[config.mk]
export PLATFORM = sky130hd
export DESIGN_NAME = ser_frame_arbiter
export DESIGN_NICKNAME = d
export VERILOG_FILES = /design/src/rtl/ser_arb_pkg.sv /design/src/rtl/ser_rr_pick.sv /design/src/rtl/ser_frame_arbiter.sv
export SDC_FILE = /design/constraint.sdc
export NUM_CORES = 1
export LEC_CHECK = 0
export BUFFER_PORTS_ARGS = -buffer_cell sky130_fd_sc_hd__buf_2
export CAP_MARGIN = 20
export CORE_AREA = 2 2 54 56
export CTS_BUF_LIST = sky130_fd_sc_hd__clkbuf_4
export CTS_CLUSTER_SIZE = 40
export DETAILED_ROUTE_END_ITERATION = 10
export DIE_AREA = 0 0 56 58
export HOLD_SLACK_MARGIN = 0.06
export SKIP_CTS_REPAIR_TIMING = 1
export SYNTH_ARGS = -nofsm -noshare
export SYNTH_HDL_FRONTEND = slang
export SYNTH_SLANG_ARGS = --single-unit
[constraint.sdc]
create_clock -name clk_i -period 1.9 [get_ports clk_i]
set_input_delay 0.38 -clock clk_i [delete_from_list [all_inputs] [get_ports clk_i]]
set_output_delay 0.38 -clock clk_i [all_outputs]
set_load 0.005 [all_outputs]
[src/rtl/ser_arb_pkg.sv]
// Shared types and default parameters for the serial frame arbiter.
package ser_arb_pkg;

    typedef enum logic [1:0] {
        ST_IDLE  = 2'd0,
        ST_SHIFT = 2'd1,
        ST_GAP   = 2'd2
    } arb_state_e;

    localparam int DEF_NREQ    = 2;
    localparam int DEF_DATA_W  = 10;
    localparam int DEF_BIT_DIV = 1;
    localparam int DEF_GAP_CYC = 2;

endpackage

[src/rtl/ser_rr_pick.sv]
// Round-robin picker: first asserted valid at or after ptr_i, one-hot out.
module ser_rr_pick
    import ser_arb_pkg::*;
#(
    parameter  int NREQ = DEF_NREQ,
    localparam int IW   = $clog2(NREQ)
) (
    input  logic [NREQ-1:0] valid_i,
    input  logic [IW-1:0]   ptr_i,
    output logic [NREQ-1:0] gnt_o
);

    logic [IW-1:0] idx;
    logic          found;

    always_comb begin
        gnt_o = '0;
        found = 1'b0;
        idx   = '0;
        for (int i = 0; i < NREQ; i++) begin
            idx = IW'((int'(ptr_i) + i) % NREQ);
            if (!found && valid_i[idx]) begin
                gnt_o[idx] = 1'b1;
                found      = 1'b1;
            end
        end
    end

endmodule

[src/rtl/ser_frame_arbiter.sv]
// Round-robin arbiter serialising requester frames onto one LSB-first line.
// Define SER_ARB_PARITY_EN to append an even-parity bit to each frame.
module ser_frame_arbiter
    import ser_arb_pkg::*;
#(
    parameter int NREQ    = DEF_NREQ,
    parameter int DATA_W  = DEF_DATA_W,
    parameter int BIT_DIV = DEF_BIT_DIV,
    parameter int GAP_CYC = DEF_GAP_CYC
) (
    input  logic                     clk_i,
    input  logic                     rst_i,
    input  logic [NREQ-1:0]          req_valid_i,
    input  logic [NREQ*DATA_W-1:0]   req_data_i,
    output logic [NREQ-1:0]          req_ready_o,
    output logic                     data_o,
    output logic                     ena_o,
    output logic                     busy_o,
    output logic [$clog2(NREQ)-1:0]  gnt_id_o
);

    localparam int IW = $clog2(NREQ);
`ifdef SER_ARB_PARITY_EN
    localparam int FRAME_W = DATA_W + 1;
`else
    localparam int FRAME_W = DATA_W;
`endif
    localparam int BW = $clog2(FRAME_W);
    localparam int DW = (BIT_DIV > 1) ? $clog2(BIT_DIV) : 1;
    localparam int GW = (GAP_CYC > 1) ? $clog2(GAP_CYC) : 1;

    arb_state_e         state_q, state_d;
    logic [IW-1:0]      ptr_q, ptr_d;
    logic [IW-1:0]      gnt_q, gnt_d;
    logic [FRAME_W-1:0] sreg_q, sreg_d;
    logic [BW-1:0]      bit_q, bit_d;
    logic [DW-1:0]      div_q, div_d;
    logic [GW-1:0]      gap_q, gap_d;
    logic               data_q, data_d;
    logic               ena_q, ena_d;

    logic [NREQ-1:0]    pick;
    logic [IW-1:0]      win_idx;
    logic [DATA_W-1:0]  win_data;
    logic [FRAME_W-1:0] frame;
    logic               grant;

    ser_rr_pick #(
        .NREQ (NREQ)
    ) u_pick (
        .valid_i (req_valid_i),
        .ptr_i   (ptr_q),
        .gnt_o   (pick)
    );

    always_comb begin
        win_idx  = '0;
        win_data = '0;
        for (int k = 0; k < NREQ; k++) begin
            if (pick[k]) begin
                win_idx  = IW'(k);
                win_data = req_data_i[k*DATA_W +: DATA_W];
            end
        end
    end

`ifdef SER_ARB_PARITY_EN
    assign frame = {^win_data, win_data};
`else
    assign frame = win_data;
`endif

    // A transfer happens whenever any valid is present in IDLE.
    assign grant       = (state_q == ST_IDLE) && (|req_valid_i) && !rst_i;
    assign req_ready_o = grant ? pick : '0;

    always_comb begin
        state_d = state_q;
        ptr_d   = ptr_q;
        gnt_d   = gnt_q;
        sreg_d  = sreg_q;
        bit_d   = bit_q;
        div_d   = div_q;
        gap_d   = gap_q;
        data_d  = data_q;
        ena_d   = 1'b0;
        unique case (state_q)
            ST_IDLE: begin
                data_d = 1'b0;
                if (grant) begin
                    state_d = ST_SHIFT;
                    sreg_d  = frame;
                    data_d  = frame[0];
                    ena_d   = 1'b1;
                    gnt_d   = win_idx;
                    bit_d   = '0;
                    div_d   = '0;
                    if (win_idx == IW'(NREQ - 1)) begin
                        ptr_d = '0;
                    end else begin
                        ptr_d = win_idx + 1'b1;
                    end
                end
            end
            ST_SHIFT: begin
                if (div_q == DW'(BIT_DIV - 1)) begin
                    div_d = '0;
                    if (bit_q == BW'(FRAME_W - 1)) begin
                        data_d  = 1'b0;
                        bit_d   = '0;
                        gap_d   = '0;
                        state_d = (GAP_CYC == 0) ? ST_IDLE : ST_GAP;
                    end else begin
                        bit_d  = bit_q + 1'b1;
                        sreg_d = sreg_q >> 1;
                        data_d = sreg_q[1];
                    end
                end else begin
                    div_d = div_q + 1'b1;
                end
            end
            ST_GAP: begin
                data_d = 1'b0;
                if (gap_q == GW'(GAP_CYC - 1)) begin
                    gap_d   = '0;
                    state_d = ST_IDLE;
                end else begin
                    gap_d = gap_q + 1'b1;
                end
            end
            default: begin
                state_d = ST_IDLE;
                data_d  = 1'b0;
            end
        endcase
    end

    always_ff @(posedge clk_i) begin
        if (rst_i) begin
            state_q <= ST_IDLE;
            ptr_q   <= '0;
            gnt_q   <= '0;
            sreg_q  <= '0;
            bit_q   <= '0;
            div_q   <= '0;
            gap_q   <= '0;
            data_q  <= 1'b0;
            ena_q   <= 1'b0;
        end else begin
            state_q <= state_d;
            ptr_q   <= ptr_d;
            gnt_q   <= gnt_d;
            sreg_q  <= sreg_d;
            bit_q   <= bit_d;
            div_q   <= div_d;
            gap_q   <= gap_d;
            data_q  <= data_d;
            ena_q   <= ena_d;
        end
    end

    assign data_o   = data_q;
    assign ena_o    = ena_q;
    assign busy_o   = (state_q != ST_IDLE);
    assign gnt_id_o = gnt_q;

endmodule
==> metrics.yaml <==
layout:
  area_delta_synth_final_pct: 17.2
  final_common_cell: "buf_2"
  layout_common_cells: "buf_2, dfxtp_1, nor2_1"
  fin_area_mm2: 0.00121
  fillers: 280
  nets: 166
  drive_gt1_share_pct: 34.5
  diodes: 0
clock_network:
  clkLatencyLatePin_ns: 0.30
  cts.reportedPaths.clkPinSlew_ns: 0.12
  clock_path_buffers: 2
  htree_levels: 1
  root_buffer: "clkbuf_4"
  numCtsBuffers: 3
  cts_tree: "yes"
  cts_sinks: 20
critical_path:
  cp.depth: 3
  crit_family: "simple AND/OR/NAND/NOR gates"
  timing.rr.start: "state_q[1]"
  critical_path.endpoint: "req_ready_o[1]"
  worst-path-max-fanout: 11
  cp.arrival_ns: 1.45
  reg2reg_to: "sreg_q[5]"
  r2r_setup_slack_ns: 0.17
  cp.buffers_inverters: 1
  slowest_delay_ns: 0.44
  critPathLaunch: "state_q[1]"
  crit_slowest_cell: "dfxtp_1"
  end_kind: "output pin"
  ff2ff_path_depth: 4
  cp_data_required_time_ns: 1.52
  cp_cell_sequence: "or3_4 -> and2b_1 -> buf_2"
  crit_type: "reg -> out"
  worst_setup_path_start_kind: "register"
floorplan:
  core-area_mm2: 0.00266
  dieArea_mm2: 0.00325
  row_count: 19
  die_h_um: 58
  pin_count: 30
  start_util_pct: 38.7
  dieWidth_um: 56
grt:
  grt_max_degree: 14
  grt_pass1_wl_mm: 3.78
  track_usage_pct: 14.8
  grt_pass1_vias: 888
  grt-ovfl-total: 0
  antenna_found_initial: 0
min_path:
  hp-class: "in -> reg"
  holdPathStages: 2
sta:
  fin_crit_sh_pct: 96.2
  slew_headroom_pct: 65.5
  fin_crit_ns: 1.83
  final_max_slew_viol_count: 0
  fin_skew_ns: 0.00963
  setup_viol: 0
  fin_setup_tns_ns: 0
  worst_pin_slew_ns: 0.518
  fmax_mhz: 547
  worst_slack_ns: 0.0728
  timing.hold.ws_ns: 0.369
  rsz0062_at_grt: "no"
  finalHoldViolCount: 0
drt:
  wl_met1_mm: 1.07
  drt_iter0_markers: 29
  ant_nets: 0
  num_vias: 952
  met2_length_mm: 1.05
  wl_per_cell_um: 13.4
  wl_met3_um: 135
  top_layer: "met4"
  drc: 0
  vias_per_cell: 5.60
  first_pass_iters: 4
  routed_wl_mm: 2.27
power:
  p_leak_nw: 0.519
  power_uw: 843
  power_density_mw_per_mm2: 697
  peakVddDrop_uv: 505
logic_synthesis:
  yosys_warnings: 0
  ys_async_sr_fraction_pct: 0
  netlist_instances: 110
  synth_seq_area_share_pct: 38.8
  synthFlopType: "dfxtp_1"
  yosys-top-cells-area: "dfxtp_1, a221o_2, a32oi_1"
  synth_edf_count: 0
  yosysTopAreaCell: "dfxtp_1"
  synth_seq_cells: 20
  yosysTopAreaCellShare_pct: 38.8
  synth_nets: 136
  syn_area_mm2: 0.00103
  ys_types: 39
  syn_area_per_cell_um2: 9.37
placement:
  dpl_cell_area_mm2: 0.00118
  dp_hpwl_mm: 1.73
  place.port_buffers: 29
  gp_congestion: 0.788
  place_ws_ns: 0.170
outcome:
  status: "completed"
job:
  drv_cap: 0
## worst min-delay path by stage
stage / start / end / slack, ns
floorplan: sreg_q[7] / sreg_q[7] / 0.43
global placement: sreg_q[7] / sreg_q[7] / 0.44
detailed placement: sreg_q[7] / sreg_q[7] / 0.44
CTS: rst_i / bit_q[3] / 0.36
global route: rst_i / bit_q[3] / 0.37
finish: rst_i / bit_q[3] / 0.37
## routing by layer
metal	vias to the layer above	global-route usage (%)
met5	-	0
met2	27	26.1
met4	0	4.08
met1	441	17.8
li1	482	-
met3	2	4.24
## report_power, final
part / switching [mW] / leakage (nW) / internal, mW
Clock: 0.128 / 0.0154 / 0.0765
Combinational: 0.0825 / 0.340 / 0.0844
Sequential: 0.0220 / 0.164 / 0.450
Total: 0.232 / 0.519 / 0.611
## cell type report
class	count	area [um2]	area share (%)
clock buffers	3	22.5	1.86
inverters	3	11.3	0.932
repair buffers	33	175	14.5
well taps	31	38.8	3.21
flip-flops and latches	20	400	33.1
multi-input cells	79	557	46.1
clock inverters	1	3.75	0.311
## sequential cells by signal, summed over array words and instances, names as in the netlist
register,cells
ptr_q,1
sreg_q,9
state_q,2
gnt_id_o,1
data_o,1
bit_q,4
gap_q,1
ena_o,1
## synth_stat cells (2+ instances only)
cell type / n
nor2_1: 17
and3b_1: 2
nand2_1: 3
buf_2: 2
a22oi_1: 2
a2111oi_0: 2
a221o_2: 7
buf_6: 4
a21oi_1: 6
dfxtp_1: 20
nor3b_1: 2
o21ai_0: 4
a32oi_1: 8
ha_1: 2
nand3b_1: 2
inv_1: 3
clkbuf_1: 2
## stage by stage
| step | cells | utilization (%) |
|---|---|---|
| floorplan | 110 | - |
| global placement | 166 | 44.4 |
| detailed placement | 166 | 44.4 |
| CTS | 170 | 45.4 |
| global route | 170 | 45.4 |
| finish | 170 | 45.4 |
## cells by family (layout without fill, tap and decap cells)
group,count (synthesis),after routing,synth area share [%]
AND/OR/NAND/NOR,40,40,22.2
buffers and inverters,11,40,7.16
adder cells (fa/ha/maj),2,2,2.43
AO/OA/AOI/OAI,37,37,29.4
flip-flops,20,20,38.8
Note: power is estimated with default switching activity, not from simulation.
